`src/rtl/dac_sample_scheduler_pkg.sv`:
```
// dac_sched_pkg: shared sizes and types for the DAC sample scheduler
package dac_sched_pkg;
    localparam int DATA_W     = 10;
    localparam int FIFO_DEPTH = 4;
    localparam int DIV_W      = 8;
    localparam int LVL_W      = $clog2(FIFO_DEPTH) + 1;
    typedef logic [DATA_W-1:0] sample_t;
    typedef enum logic {RR_CPU, RR_RAMP} rr_e;
endpackage

```
`src/rtl/dac_sample_scheduler_if.sv`:
```
// dac_sample_scheduler_if: sample sources, rate control and DAC output bus
interface dac_sample_scheduler_if;
    import dac_sched_pkg::*;
    logic             cpu_valid;
    sample_t          cpu_data;
    logic             cpu_ready;
    logic             ramp_en;
    sample_t          ramp_step;
    logic [DIV_W-1:0] div_cfg;
    logic             clr_flags;
    logic             dac_en;
    sample_t          dac_d;
    logic [LVL_W-1:0] fifo_level;
    logic             underflow;
    modport master (
        output cpu_valid, cpu_data, ramp_en, ramp_step, div_cfg, clr_flags,
        input  cpu_ready, dac_en, dac_d, fifo_level, underflow
    );
    modport slave (
        input  cpu_valid, cpu_data, ramp_en, ramp_step, div_cfg, clr_flags,
        output cpu_ready, dac_en, dac_d, fifo_level, underflow
    );
endinterface

```
`src/rtl/dac_sample_scheduler_fifo.sv`:
```
// sync_fifo: sample storage with registered occupancy; ignores push when full, pop when empty
module sync_fifo
    import dac_sched_pkg::*;
(
    input  logic             clk,
    input  logic             rst,
    input  logic             push_i,
    input  sample_t          din_i,
    input  logic             pop_i,
    output sample_t          dout_o,
    output logic [LVL_W-1:0] level_o,
    output logic             full_o,
    output logic             empty_o
);
    localparam int PTR_W = $clog2(FIFO_DEPTH);
    sample_t          mem_q [FIFO_DEPTH];
    logic [PTR_W-1:0] wr_q, rd_q;
    logic [LVL_W-1:0] level_q, level_d;
    logic             do_push, do_pop;
    assign full_o  = level_q == LVL_W'(FIFO_DEPTH);
    assign empty_o = level_q == '0;
    assign do_push = push_i & ~full_o;
    assign do_pop  = pop_i & ~empty_o;
    assign level_d = level_q + LVL_W'(do_push) - LVL_W'(do_pop);
    assign dout_o  = mem_q[rd_q];
    assign level_o = level_q;
    always_ff @(posedge clk) begin
        if (do_push) mem_q[wr_q] <= din_i;
        if (rst) begin
            wr_q    <= '0;
            rd_q    <= '0;
            level_q <= '0;
        end else begin
            wr_q    <= wr_q + PTR_W'(do_push);
            rd_q    <= rd_q + PTR_W'(do_pop);
            level_q <= level_d;
        end
    end
endmodule

```
`src/rtl/dac_sample_scheduler.sv`:
```
// dac_sample_scheduler: arbitrates core and ramp samples into a FIFO, paces them onto the DAC
module dac_sample_scheduler
    import dac_sched_pkg::*;
(
    input  logic                  CLK,
    input  logic                  reset,
    dac_sample_scheduler_if.slave bus
);
    rr_e              rr_q, rr_d;
    sample_t          ramp_q, ramp_d, dac_d_q, head, din;
    logic [DIV_W-1:0] cnt_q, cnt_d;
    logic             dac_en_q, underflow_q, underflow_d;
    logic             full, empty, tick, pop, push, grant_cpu, grant_ramp, contested;
    assign contested  = bus.cpu_valid & bus.ramp_en;
    assign grant_cpu  = bus.cpu_valid & (~bus.ramp_en | rr_q == RR_CPU);
    assign grant_ramp = bus.ramp_en & (~bus.cpu_valid | rr_q == RR_RAMP);
    assign push       = ~full & (grant_cpu | grant_ramp);
    assign din        = grant_cpu ? bus.cpu_data : ramp_q;
    assign tick       = cnt_q == '0;
    // a tick only sees samples already stored: no same-cycle bypass
    assign pop        = tick & ~empty;
    always_comb begin
        rr_d        = (contested & ~full) ? (rr_q == RR_CPU ? RR_RAMP : RR_CPU) : rr_q;
        ramp_d      = (grant_ramp & ~full) ? ramp_q + bus.ramp_step : ramp_q;
        cnt_d       = tick ? bus.div_cfg : cnt_q - 1'b1;
        underflow_d = (tick & empty & dac_en_q) | (underflow_q & ~bus.clr_flags);
    end
    always_ff @(posedge CLK) begin
        if (reset) begin
            rr_q        <= RR_CPU;
            ramp_q      <= '0;
            cnt_q       <= '0;
            dac_d_q     <= '0;
            dac_en_q    <= 1'b0;
            underflow_q <= 1'b0;
        end else begin
            rr_q        <= rr_d;
            ramp_q      <= ramp_d;
            cnt_q       <= cnt_d;
            underflow_q <= underflow_d;
            if (pop) begin
                dac_d_q  <= head;
                dac_en_q <= 1'b1;
            end
        end
    end
    sync_fifo u_fifo (
        .clk     (CLK),
        .rst     (reset),
        .push_i  (push),
        .din_i   (din),
        .pop_i   (pop),
        .dout_o  (head),
        .level_o (bus.fifo_level),
        .full_o  (full),
        .empty_o (empty)
    );
    assign bus.cpu_ready = bus.cpu_valid & ~full & grant_cpu;
    assign bus.dac_en    = dac_en_q;
    assign bus.dac_d     = dac_d_q;
    assign bus.underflow = underflow_q;
endmodule

```
`src/flat_wrapper.sv`:
```
// flat-port wrapper written by rule: the top's interface ports become plain ports
module dac_sample_scheduler_flat import dac_sched_pkg::*;
  (CLK, reset, bus_cpu_valid, bus_cpu_data, bus_ramp_en, bus_ramp_step, bus_div_cfg, bus_clr_flags, bus_cpu_ready, bus_dac_en, bus_dac_d, bus_fifo_level, bus_underflow);
  dac_sample_scheduler_if bus_i ();
  input  logic CLK;
  input  logic reset;
  input wire logic [$bits(bus_i.cpu_valid)-1:0] bus_cpu_valid;
  input wire logic [$bits(bus_i.cpu_data)-1:0] bus_cpu_data;
  input wire logic [$bits(bus_i.ramp_en)-1:0] bus_ramp_en;
  input wire logic [$bits(bus_i.ramp_step)-1:0] bus_ramp_step;
  input wire logic [$bits(bus_i.div_cfg)-1:0] bus_div_cfg;
  input wire logic [$bits(bus_i.clr_flags)-1:0] bus_clr_flags;
  output wire logic [$bits(bus_i.cpu_ready)-1:0] bus_cpu_ready;
  output wire logic [$bits(bus_i.dac_en)-1:0] bus_dac_en;
  output wire logic [$bits(bus_i.dac_d)-1:0] bus_dac_d;
  output wire logic [$bits(bus_i.fifo_level)-1:0] bus_fifo_level;
  output wire logic [$bits(bus_i.underflow)-1:0] bus_underflow;
  assign bus_i.cpu_valid = bus_cpu_valid;
  assign bus_i.cpu_data = bus_cpu_data;
  assign bus_i.ramp_en = bus_ramp_en;
  assign bus_i.ramp_step = bus_ramp_step;
  assign bus_i.div_cfg = bus_div_cfg;
  assign bus_i.clr_flags = bus_clr_flags;
  assign bus_cpu_ready = bus_i.cpu_ready;
  assign bus_dac_en = bus_i.dac_en;
  assign bus_dac_d = bus_i.dac_d;
  assign bus_fifo_level = bus_i.fifo_level;
  assign bus_underflow = bus_i.underflow;
  dac_sample_scheduler u_core (.CLK(CLK), .reset(reset), .bus(bus_i));
endmodule
```
`config.mk`:
```
export PLATFORM = sky130hd
export DESIGN_NAME = dac_sample_scheduler_flat
export DESIGN_NICKNAME = d
export VERILOG_FILES = /design/src/rtl/dac_sample_scheduler_pkg.sv /design/src/rtl/dac_sample_scheduler_if.sv /design/src/rtl/dac_sample_scheduler_fifo.sv /design/src/rtl/dac_sample_scheduler.sv /design/src/flat_wrapper.sv
export SDC_FILE = /design/constraint.sdc
export NUM_CORES = 1
export LEC_CHECK = 0
export ABC_AREA = 1
export CORE_MARGIN = 2
export CORE_UTILIZATION = 55
export CTS_BUF_LIST = sky130_fd_sc_hd__clkbuf_4
export DETAILED_ROUTE_END_ITERATION = 6
export PLACE_DENSITY = 0.8
export SYNTH_ARGS = -nofsm -noshare
export SYNTH_HDL_FRONTEND = slang
export SYNTH_SLANG_ARGS = --single-unit
```
`constraint.sdc`:
```
create_clock -name CLK -period 2.8 [get_ports CLK]
set_input_delay 0.7 -clock CLK [delete_from_list [all_inputs] [get_ports CLK]]
set_output_delay 0.7 -clock CLK [all_outputs]
set_load 0.05 [all_outputs]
```
Yosys cells after proc, flatten, opt, wreduce, memory -nomap -nowiden
Memories as Yosys holds them, arrays and structs flattened. A register that Yosys moved wholly into a read port is not among the register bits.
Index checks and enable logic that the tools add are counted.
{ "totals": {"ramBits": 40, "in_bits": 33, "reg_bits": 28, "mem_count": 1} }
{ "op_classes": {"muxes": 5, "reduce_logical": 2, "eq_ne": 1, "add_sub_neg": 6, "n_bitwise": 24} }
{ "memory_table": {"columns": ["name", "words", "word_bits", "rd", "rd_ports_with_merged_regs", "wr", "line_no", "rtl"], "rows": [
  ["u_core.u_fifo.mem_q", 4, 10, 1, 1, 1, "dac_sample_scheduler_fifo.sv:16", "sample_t mem_q [FIFO_DEPTH];"]
]} }
{ "op_table": {"columns": ["operator", "count"], "rows": [
  ["$and 1x1->1", 14],
  ["$add 10x10->10", 1],
  ["$mux 10", 1],
  ["$logic_not 8->1", 1],
  ["$mux 8", 1],
  ["$sub 8x1->8 const B", 1],
  ["$not 1->1", 6],
  ["$add 2x1->2", 2],
  ["$or 1x1->1", 4],
  ["$add 3x1->3", 1],
  ["$eq 3x3->1 const B", 1],
  ["$logic_not 3->1", 1],
  ["$mux 1", 3],
  ["$sub 3x1->3", 1]
]} }

Longest topological paths before layout
Gate-level depths: netlist of the first run.
{ "depth": {"depth_word": 8, "depth_mapped": 15} }

Modules after synthesis
A second synthesis of the first run with hierarchy kept.
{ "unflattened": {"cells_unflattened": 417, "area_unflattened_um2": 3744.8} }
{ "by_module_without_submodules": {"columns": ["mod", "seq_area_each_um2", "cells_per_inst", "instances", "area_each_um2"], "rows": [
  ["sync_fifo", 1341.3, 148, 1, 1899.3],
  ["dac_sample_scheduler", 620.6, 269, 1, 1845.5]
]} }

Worst setup path after synthesis of the first run
OpenSTA, ideal clock, no wires.
{ "synth_timing": {"path_type": "in2out", "startpoint": "input port bus_ramp_en", "endpoint": "output port bus_cpu_ready", "required_ns": 2.100, "path_buffers": 1, "path_slack_ns": 0.287, "arrival_time_ns": 1.813, "path_stages": 4, "cell_sequence": "nand2_1 -> nand2_1 -> clkbuf_1 -> nor2_1"} }
{ "synth_between": {"elab_chain_cells": 4} }
{ "synth_lines": {"columns": ["item", "line_no", "rtl"], "rows": [
  ["start, declared", "flat_wrapper.sv:9", "input wire logic [$bits(bus_i.ramp_en)-1:0] bus_ramp_en;"],
  ["$not 1->1", "dac_sample_scheduler.sv:15", "assign grant_cpu = bus.cpu_valid & (~bus.ramp_en | rr_q == RR_CPU);"],
  ["$or 1x1->1", "dac_sample_scheduler.sv:15", null],
  ["$and 1x1->1", "dac_sample_scheduler.sv:15", null],
  ["$and 1x1->1", "dac_sample_scheduler.sv:58", "assign bus.cpu_ready = bus.cpu_valid & ~full & grant_cpu;"],
  ["end, declared", "flat_wrapper.sv:13", "output wire logic [$bits(bus_i.cpu_ready)-1:0] bus_cpu_ready;"]
]} }
Every way passes these cells.

Worst setup path in the final report of the first run
{ "layout_timing": {"startpoint": "register u_core.u_fifo.level_q[1], in the netlist u_core.u_fifo.level_o[1]", "endpoint": "output port bus_fifo_level[1]"} }
{ "layout_rtl": {"columns": ["item", "line_no", "rtl"], "rows": [
  ["start, declared", "dac_sample_scheduler_fifo.sv:18", "logic [LVL_W-1:0] level_q, level_d;"],
  ["start signal, assigned", "dac_sample_scheduler_fifo.sv:36", "level_q <= level_d;"],
  ["end, declared", "flat_wrapper.sv:16", "output wire logic [$bits(bus_i.fifo_level)-1:0] bus_fifo_level;"]
]} }
No word-level cell between the ends.

==> results by group, run 1 <==
Final layout
  – Number of antenna diodes: 0
  – Number of filler instances in the final layout: ~500
  – Layout net count: between 500 and 600
  – Layout overhead on the synthesized area: 20.3%
  – Layout cell share with drive strength beyond 1: 0.0764

GRT
  – Number of antenna violations at the first check in global routing: 0
  – Remaining global-route overflow: 0
  – Vias in the first global route: 2748
  – Global-route wire length before repair: between 10 and 15 mm
  – Largest net degree at the start of global routing: 25
  – Aggregate global-route resource usage: 0.222

Synth
  – Nets in the synthesized netlist: 456
  – Number of distinct standard cells referenced by the synthesized netlist: 29
  – Ys Warns: 0
  – Average footprint of a synthesized cell: between 8 and 9 um^2
  – Flip-flop and latch count after synthesis: 78
  – Cell count after synthesis: 409
  – Cell Area, Synth: roughly 3600 um^2
  – Sequential-to-total area share from yosys stat: 0.539

STA
  – Relative slew slack: 0.603
  – RSZ-0062 raised after global routing: no
  – Final hold violations: 0
  – Sum of negative setup slack: 0 ns
  – Smallest hold slack: 0.445 ns
  – Max Clock Freq: ~400 MHz
  – Period minus WS final: 2.50 ns
  – Ratio of final minimum period to clock period: 0.893
  – Worst Max-Slew Pin Slew: 0.594 ns
  – Final slew viol count: 0
  – Setup-violating endpoint count in the final report: 0
  – Worst Skew: 0.0191 ns

Floorplanning
  – Number of top-level design ports: 49
  – Placeable Area: 6390 um^2
  – Die W: 85.3 um
  – Starting utilization of the core area: 0.570
  – Die boundary height: 85.3 um
  – # rows: 29
  – Floorplan die area: about 7300 um^2

Routing
  – Remaining number of nets flagged by the antenna check after routing: 0
  – Starting DRC count in detailed routing: 139
  – # DRC: 0
  – Detailed-route wire length on metal 1: about 3.4 mm
  – Wire length per cell: approximately 14 um
  – Detailed Routing Iterations Pass 1: 4
  – Met2 WL: ~3.6 mm
  – Via density: between 5 and 6
  – Total number of vias: around 2900
  – Highest Signal Layer: met4
  – Total length of routed met3 wires: 371 um
  – Routed Wire Length: ~7.6 mm

Clock network
  – Number of buffers inserted by hold repair at cts: 0
  – CTS Root Cell: clkbuf_4
  – Worst-Skew Late Latency: 0.42 ns
  – Clock slew at reported path FFs: 0.13 ns
  – H-tree level count: 3
  – CTS tree: yes
  – Total clock sinks: between 70 and 80
  – Count of buffers added by post-CTS timing repair for setup: 0
  – Number of buffers on the longest clock path: 2
  – Cts bufs inserted: 9
  – Gates resized, CTS repair: 0

Critical path
  – Startpoint type of the worst setup path: flop
  – Worst r2r dst: u_core.u_fifo.level_o[2]
  – Length in cells of the worst reg-to-reg path: 13
  – Cell chain of the critical path: clkdlybuf4s50_1
  – Delay of the slowest cell on the worst path: 0.87 ns
  – Worst path top cell family by delay: buffers and inverters
  – Register-to-Register Setup Slack: 0.41 ns
  – Crit path required time: 2.10 ns
  – CP Buf/Inv Count: 1
  – Master of the slowest instance on the critical path: clkdlybuf4s50_1
  – CP Data Arrival Time: 1.80 ns
  – Crit Path Max Fanout: 5
  – Category of the worst setup path capture point: primary output
  – Setup Crit Path Kind: reg2out
  – Startpoint of the most critical register-to-register path: u_core.cnt_q[0]

Power and ir drop
  – Share of total power consumed by net switching: 0.403
  – Design internal power: ~2.4 mW
  – Comb pwr share: 0.422
  – Pwr/cell area: approximately 930 nW/um^2
  – P_leak: 1.82 nW
  – Power dissipated by switching net loads: 1.65 mW
  – Sequential fraction of design power: 0.419
  – Clock power frac: 0.159
  – Worst supply voltage drop on vdd: around 800 uV

Placement
  – GPL Wtd Cong: 0.853
  – Estimated wirelength of the detail-placed design: between 5 and 6 mm
  – Quantity of I/O buffers inserted on ports: 48

Hold path
  – Worst hold path stage count: 1
  – Class of the tightest hold or removal check: reg2reg
  – Capture endpoint of the worst hold path: u_core.cnt_q[0]
  – Worst hold start: u_core.cnt_q[0]

Outcome
  – Status: finished clean

Job
  – MaxCap Viol Count: 0
-- per-stage QoR --
stage	cells	power, mW	worst slack (ns)	cell area (um^2)	utilization
detailed placement	532	3.46	0.133	4250	0.665
global placement	532	3.39	0.143	4250	0.665
CTS	548	4.09	0.284	4380	0.685
floorplan	409	2.95	0.287	3640	-
global route	548	4.35	0.133	4380	0.685
finish	548	4.08	0.298	4380	0.685
-- cells by family after synthesis --
family          after synthesis  share of synthesized area
mux                           2                    0.00619
simple gates                150                      0.174
buf+inv                      62                     0.0698
xor+xnor                     11                     0.0265
flops                        78                      0.539
fa+ha+maj                    14                     0.0523
compound gates               92                      0.132
-- per-layer routing --
metal	global-route usage	vias to the layer above
li1	-	1474
met1	0.294	1298
met2	0.370	74
met3	0.0360	16
met4	0.0823	0
met5	0	-
-- flip-flops by register name, summed over array words and instances, names as in the netlist --
register and flops:
u_core.rr_q 1, u_core.u_fifo.level_o 3, u_core.u_fifo.wr_q 2, u_core.bus.underflow 1, u_core.u_fifo.rd_q 2, u_core.u_fifo.mem_q 40
u_core.bus.dac_en 1, u_core.ramp_q 10, u_core.bus.dac_d 10, u_core.cnt_q 8
-- area by class of cell --
class                      instances  area (um^2)  share of cell area
sequential                        78         1960               0.448
multi-input combinational        269         1420               0.325
timing repair buffer              61          588               0.134
inverter                          47          176              0.0403
tap                               77         96.3              0.0220
clock buffer                       9         67.6              0.0154
clock inverter                     7         63.8              0.0146
-- layout by cell type, fill, tap and decap left out, types with 4 or more instances in the layout --
cell type	n
a21oi_1	31
buf_4	13
clkbuf_4	9
clkdlybuf4s50_1	47
dfxtp_1	38
edfxtp_1	40
ha_1	12
inv_1	47
nand2_1	47
nand3_1	15
nor2_1	77
nor3_1	4
o21ai_0	39
o21ai_1	9
o22ai_1	10
xnor2_1	6
xor2_1	5
-- worst max-delay path by stage --
stage	start	endpoint	slack, ns	cells after the start
2_1_floorplan	bus_ramp_en	bus_cpu_ready	0.29	4
3_3_place_gp	bus_ramp_step[0]	u_core.ramp_q[6]	0.14	11
3_5_place_dp	bus_ramp_step[0]	u_core.ramp_q[6]	0.13	11
4_1_cts	u_core.u_fifo.level_o[1]	bus_fifo_level[1]	0.28	1
5_1_grt	u_core.cnt_q[0]	u_core.u_fifo.level_o[2]	0.13	13
6_report	u_core.u_fifo.level_o[1]	bus_fifo_level[1]	0.30	1
-- power groups by stage --
stage	clock network (mW)	logic [mW]	registers, mW
2_1_floorplan	0	0.966	1.98
3_3_place_gp	0	1.67	1.72
3_5_place_dp	0	1.72	1.74
4_1_cts	0.655	1.73	1.71
5_1_grt	0.705	1.91	1.74
6_report	0.650	1.72	1.71
-- cells in the mapped netlist --
cell	n	area (um^2)
nand3_1	15	75.1
dfxtp_1	38	761
a21o_1	1	7.51
o22ai_1	10	62.6
buf_6	2	22.5
nand3_2	1	10.0
o21ai_0	39	195
nand4_1	2	12.5
xor2_1	5	43.8
nor3_4	1	16.3
clkbuf_1	7	26.3
nand2_1	47	176
nor3_1	4	20.0
a21oi_1	31	155
a21oi_2	1	8.76
o21a_1	1	7.51
ha_1	12	150
fa_1	2	40.0
mux2_2	2	22.5
xnor2_1	6	52.6
inv_1	47	176
buf_2	2	10.0
nor2_8	1	20.0
edfxtp_1	40	1200
o21ai_1	9	45.0
nor2_1	77	289
buf_4	1	7.51
nor2_2	2	12.5
buf_1	3	11.3
Power figures use the tool's default switching activity.
==> inputs of run 2 (changes only) <==
- ABC_AREA: 1 -> 0
==> run 2 against run 1 <==
  * Hold slack better by 0.014 ns
  * Combinational power down 16%
  * Sequential power about the same
  * Via count down 13%
  * First-iteration DRC count up 1.4%
  * Die area down 1.1%
  * Maximum frequency down 2.5%
  * Total power down 6.5%
==> results by group, run 2 <==
Critical path
  – Category of the worst setup path capture point: flop
  – Cell chain of the critical path: or3_4, nor4_1, nand2b_1, xnor2_1, ha_1, inv_1, fa_1, xor2_1, xnor2_1, nor2_1
  – Setup Crit Path Kind: reg2reg
  – Startpoint type of the worst setup path: flop
  – Delay of the slowest cell on the worst path: ~0.42 ns
  – Cell occurring most often along the worst timing path: xnor2_1
  – Crit path required time: 3.12 ns
  – CP Data Arrival Time: 2.88 ns
  – Master of the slowest instance on the critical path: or3_4
  – Crit Path Max Fanout: 5

Synth
  – Average footprint of a synthesized cell: 11.9 um^2
  – Ys Warns: 0
  – Number of distinct standard cells referenced by the synthesized netlist: 50
  – Nets in the synthesized netlist: 349
  – Ys async rst share: 0
  – Number of enable flip-flop cells after synthesis: 40
  – Share of the synthesized area in the top cell type: 0.334
  – Commonest cells in the netlist: edfxtp_1, dfxtp_1, nand2_1, nor2_1, a21oi_1
  – Flip-flop and latch count after synthesis: 78
  – Cell count after synthesis: 302
  – Most frequently used flop master after synthesis: edfxtp_1
  – Library cell with the highest instance count after synthesis: edfxtp_1
  – Sequential-to-total area share from yosys stat: 0.546
  – Top cells by area, synth: edfxtp_1, dfxtp_1, mux4_2
  – Cell Area, Synth: 3590 um^2
  – Top cell type by total area after synthesis: edfxtp_1

Clock network
  – Total clock sinks: 78
  – Worst-Skew Late Latency: 0.42 ns
  – H-tree level count: 3
  – Cts bufs inserted: 9
  – Number of buffers inserted by hold repair at cts: 0
  – Number of buffers on the longest clock path: 2
  – CTS Root Cell: clkbuf_4
  – Clock slew at reported path FFs: 0.12 ns
  – Count of buffers added by post-CTS timing repair for setup: 0
  – CTS tree: yes
  – Gates resized, CTS repair: 0

GRT
  – Vias in the first global route: 2450
  – Largest net degree at the start of global routing: 31
  – Remaining global-route overflow: 0
  – Aggregate global-route resource usage: 0.206
  – Global-route wire length before repair: 11.6 mm
  – Number of antenna violations at the first check in global routing: 0

Power and ir drop
  – Pwr/cell area: 881 nW/um^2
  – Worst supply voltage drop on vdd: 604 uV
  – Power, Total: around 3.8 mW
  – P_leak: between 1.5 and 2 nW

STA
  – Relative slew slack: 0.461
  – Period minus WS final: 2.57 ns
  – RSZ-0062 raised after global routing: no
  – Setup-violating endpoint count in the final report: 0
  – Max Clock Freq: slightly below 400 MHz
  – Final slew viol count: 0
  – Final hold violations: 0
  – Ratio of final minimum period to clock period: 0.917
  – Worst Skew: 0.0149 ns
  – Worst Max-Slew Pin Slew: 0.802 ns

Final layout
  – Largest register FFs: 40
  – Layout net count: 406
  – Most frequent cells in the layout: clkdlybuf4s50_1, edfxtp_1, dfxtp_1
  – Layout overhead on the synthesized area: 20.6%
  – Number of antenna diodes: 0
  – Post-layout utilization of the core: 0.683
  – Register with the highest flop count: u_core.u_fifo.mem_q
  – Commonest non-fill, non-tap cell in the layout: clkdlybuf4s50_1
  – Layout cell share with drive strength beyond 1: 0.146

Floorplanning
  – Number of top-level design ports: 49
  – Die W: 84.8 um
  – Starting utilization of the core area: 0.566
  – Floorplan die area: between 7000 and 8000 um^2
  – # rows: 29
  – Placeable Area: ~6300 um^2
  – Die boundary height: 84.8 um

Routing
  – Remaining number of nets flagged by the antenna check after routing: 0
  – Total number of vias: approximately 2500
  – Routed Wire Length: 6.93 mm
  – Detailed Routing Iterations Pass 1: 4
  – Wire length per cell: ~16 um
  – Starting DRC count in detailed routing: around 140
  – # DRC: 0
  – Via density: 5.65

Outcome
  – Status: finished clean

Placement
  – Quantity of I/O buffers inserted on ports: 48
  – Estimated wirelength of the detail-placed design: 4.99 mm
  – GPL Wtd Cong: 0.931

Hold path
  – Class of the tightest hold or removal check: reg2reg

Job
  – MaxCap Viol Count: 0
run 2: changes by cell type after synthesis, moves of 10 or more:
cell     change
a21oi_1     -13
inv_1       -39
mux4_2      +10
nand2_1     -20
nor2_1      -51
o21ai_0     -34
o22ai_1     -10
run 2: kinds of logic after synthesis:
group                      Yosys count  share of synthesized area
DFF                                 78                      0.546
buffers and inverters               21                     0.0271
and+or+nand+nor                    102                      0.148
AOI/OAI and AO/OA                   57                      0.108
muxes                               20                     0.0940
xor gates and xnor gates            10                     0.0244
adders and majority gates           14                     0.0529
run 2: worst paths after layout:
kind | startpoint | endpoint | slack (ns) | cells after the start
max | u_core.cnt_q[3] | u_core.u_fifo.level_o[2] | 0.23 | 10
min | u_core.bus.dac_d[6] | u_core.bus.dac_d[6] | 0.46 | 2
max reg2reg | u_core.cnt_q[3] | u_core.u_fifo.level_o[2] | 0.23 | 10
min reg2reg | u_core.bus.dac_d[6] | u_core.bus.dac_d[6] | 0.46 | 2
run 2: where the power goes:
group	switching (mW)	total [mW]	internal, mW
registers	0.191	1.71	1.52
logic	0.793	1.45	0.652
clock network	0.385	0.664	0.279
total	1.37	3.82	2.45
run 2: layout make-up:
type | count | area (um^2)
timing repair buffer | 59 | 573
sequential | 78 | 1960
clock buffer | 10 | 75.1
clock inverter | 6 | 62.6
fill | 472 | 2020
inverter | 8 | 30.0
multi-input combinational | 203 | 1540
tap | 77 | 96.3
run 2: routing by layer:
| layer | routed length (um) | vias to the layer above | track usage | share of wire |
|---|---|---|---|---|
| met5 | 0 | - | 0 | 0 |
| met4 | 85 | 0 | 0.0779 | 0.012 |
| met3 | 303 | 9 | 0.0282 | 0.044 |
| met2 | 3400 | 68 | 0.345 | 0.49 |
| met1 | 3140 | 1163 | 0.275 | 0.45 |
| li1 | - | 1251 | - | - |
run 2: per-stage QoR:
stage	area (um^2)	TNS, ns	instances	hold WS, ns	setup slack [ns]
after floorplan	3590	0	302	0.451	0.204
after global placement	4200	0	425	0.442	0.0550
after detailed placement	4200	-0.00956	425	0.446	-0.00956
after CTS	4330	0	441	0.463	0.222
after global routing	4330	0	441	0.476	0.0453
final	4330	0	441	0.459	0.233
run 2: worst max-delay path: cells and delay by family, from the launching register on:
| family | cells | cell delay, ns |
|---|---|---|
| XOR/XNOR | 3 | 0.50 |
| AND/OR/NAND/NOR | 4 | 1.04 |
| buffers and inverters | 1 | 0.05 |
| adder cells (fa/ha/maj) | 2 | 0.53 |
| flip-flops | 1 | 0.36 |
==> inputs of run 3 (changes only) <==
- CORE_UTILIZATION: 55 -> 51
- PLACE_DENSITY: 0.8 -> 0.78
- clock period: 2.8 -> 2.1 ns (I/O delays scaled with it)
==> run 3 against run 2 <==
  * The run now ends with setup timing left
  * Count of clock-buffer cells in the layout is 1 lower
  * Total power is 56% higher
  * Combinational power is 81% higher
  * Final cell count is 15% higher
  * Via count is 8.6% higher
  * Utilization is 4.0 points higher
==> results by group, run 3 (synthesized netlist as in run 2, its figures left out) <==
Routing
  – Via density: 5.31
  – Wire length per cell: approximately 15 um
  – Routed Wire Length: 7.61 mm
  – # DRC: 0
  – Total number of vias: 2705
  – Detailed Routing Iterations Pass 1: 4
  – Remaining number of nets flagged by the antenna check after routing: 0
  – Starting DRC count in detailed routing: 129

Critical path
  – Worst path top cell family by delay: simple AND/OR/NAND/NOR gates
  – Cell chain of the critical path: or3_4, nor4_4, nand2b_1, xnor2_2, ha_2, inv_2, fa_2, xor2_1, xnor2_1, nor2_1
  – Length in cells of the worst reg-to-reg path: 10
  – Startpoint type of the worst setup path: flop
  – Setup Crit Path Kind: reg2reg
  – CP Buf/Inv Count: 1
  – Instance count on the critical path: 10
  – Origin of the worst setup path: u_core.cnt_q[4]
  – Master of the slowest instance on the critical path: or3_4
  – Category of the worst setup path capture point: flop
  – Register-to-Register Setup Slack: -0.17 ns
  – Crit path required time: approximately 2.4 ns
  – Worst r2r dst: u_core.u_fifo.level_o[2]
  – Delay of the slowest cell on the worst path: 0.40 ns
  – Capture point of the worst path: u_core.u_fifo.level_o[2]
  – Crit Path Max Fanout: 2
  – CP Data Arrival Time: 2.58 ns
  – Startpoint of the most critical register-to-register path: u_core.cnt_q[4]

Hold path
  – Class of the tightest hold or removal check: reg2reg

GRT
  – Aggregate global-route resource usage: 0.215
  – Largest net degree at the start of global routing: 27
  – Vias in the first global route: roughly 2700
  – Global-route wire length before repair: 12.6 mm
  – Number of antenna violations at the first check in global routing: 0
  – Remaining global-route overflow: 0

Floorplanning
  – # rows: 30
  – Die W: around 88 um
  – Starting utilization of the core area: 0.529
  – Placeable Area: 6790 um^2
  – Number of top-level design ports: 49
  – Floorplan die area: 7740 um^2
  – Die boundary height: 88.0 um

Placement
  – Placed instance count: between 400 and 500
  – Worst slack at placement: -0.552 ns
  – Quantity of I/O buffers inserted on ports: 48
  – Area after DPL: 4630 um^2
  – Estimated wirelength of the detail-placed design: 5.42 mm
  – GPL Wtd Cong: just under 0.9

Final layout
  – Number of antenna diodes: 0
  – Final cell count without fillers: just over 500
  – Layout net count: 455
  – Layout overhead on the synthesized area: 36.5%
  – Most frequent cells in the layout: buf_4, edfxtp_1, dfxtp_1
  – Number of filler instances in the final layout: 475
  – Largest register FFs: 40
  – Layout cell share with drive strength beyond 1: 0.317
  – Fin area: 4910 um^2
  – Register cell area after layout: 1970 um^2
  – Register with the highest flop count: u_core.u_fifo.mem_q
  – Commonest non-fill, non-tap cell in the layout: buf_4
  – Post-layout utilization of the core: 0.722
  – Area taken by multi-input logic gates: 1630 um^2

STA
  – RSZ-0062 raised after global routing: yes
  – Smallest setup slack after layout: -0.173 ns
  – Ratio of final minimum period to clock period: 1.08
  – Relative slew slack: 0.651
  – Worst Skew: just over 0.01 ns
  – Final slew viol count: 0
  – Setup-violating endpoint count in the final report: 2
  – Worst Max-Slew Pin Slew: ~0.52 ns
  – Max Clock Freq: 440 MHz
  – Period minus WS final: 2.27 ns
  – Final hold violations: 0
  – Sum of negative setup slack: -0.192 ns

Power and ir drop
  – Pwr/cell area: 1220 nW/um^2
  – Worst supply voltage drop on vdd: 542 uV
  – P_leak: between 1.5 and 2 nW

Clock network
  – Worst-Skew Late Latency: 0.41 ns
  – CTS Root Cell: clkbuf_4
  – Cts bufs inserted: 9
  – H-tree level count: 3
  – Number of buffers inserted by hold repair at cts: 0
  – Clock slew at reported path FFs: 0.13 ns
  – CTS tree: yes
  – Total clock sinks: 78
  – Number of buffers on the longest clock path: 2

Outcome
  – Violated checks: setup timing
  – Status: complete, but fails checks

Job
  – MaxCap Viol Count: 0
[run 3: worst reg2reg max path, stage by stage, from the launching register on]
cell,delay [ns]
dfxtp_2,0.34
or3_4,0.40
nor4_4,0.21
nand2b_1,0.16
xnor2_2,0.14
ha_2,0.18
inv_2,0.04
fa_2,0.33
xor2_1,0.15
xnor2_1,0.16
nor2_1,0.06
[run 3: cell type report]
cell class,count,area share
Clock inverter,7,0.0247
Multi-Input combinational cell,203,0.333
Inverter,8,0.00612
Sequential cell,78,0.402
Timing Repair Buffer,108,0.196
Tap cell,96,0.0245
Clock buffer,9,0.0138
[run 3: per-layer routing]
layer  GRT usage  share of wire  vias up  wire length [um]
li1            -              -     1349                 -
met3      0.0349          0.039        6               293
met2       0.367           0.50       56              3790
met1       0.287           0.45     1294              3450
met4      0.0545         0.0089        0                68
met5           0              0        -                 0
[run 3: stage by stage]
step | hold WS (ns) | power [mW]
3_5_place_dp | 0.448 | 4.75
5_1_grt | 0.473 | 6.34
3_3_place_gp | 0.443 | 4.66
2_1_floorplan | 0.451 | 3.83
4_1_cts | 0.464 | 5.98
6_report | 0.461 | 5.96
[run 3: worst min-delay path by stage]
stage	start	cells past startpoint	slack [ns]	end
global route	u_core.bus.dac_d[2]	2	0.47	u_core.bus.dac_d[2]
finish	u_core.bus.dac_d[1]	2	0.46	u_core.bus.dac_d[1]
detailed placement	u_core.bus.dac_d[2]	2	0.45	u_core.bus.dac_d[2]
global placement	u_core.bus.dac_d[7]	2	0.44	u_core.bus.dac_d[7]
floorplan	u_core.ramp_q[0]	2	0.45	u_core.ramp_q[0]
CTS	u_core.bus.dac_d[2]	2	0.46	u_core.bus.dac_d[2]
[run 3: timing repair]
action                     in CTS  in global routing
pin swaps                       6                  1
gates resized for setup        21                 11
cloned                          0                  0
buffers inserted                7                  0
setup endpoints to repair      13                 12
[run 3: where the power goes]
group | leakage, nW | switching [mW] | internal [mW]
clock network | 0.100 | 0.537 | 0.609
logic | 1.19 | 1.32 | 1.30
registers | 0.692 | 0.164 | 2.04
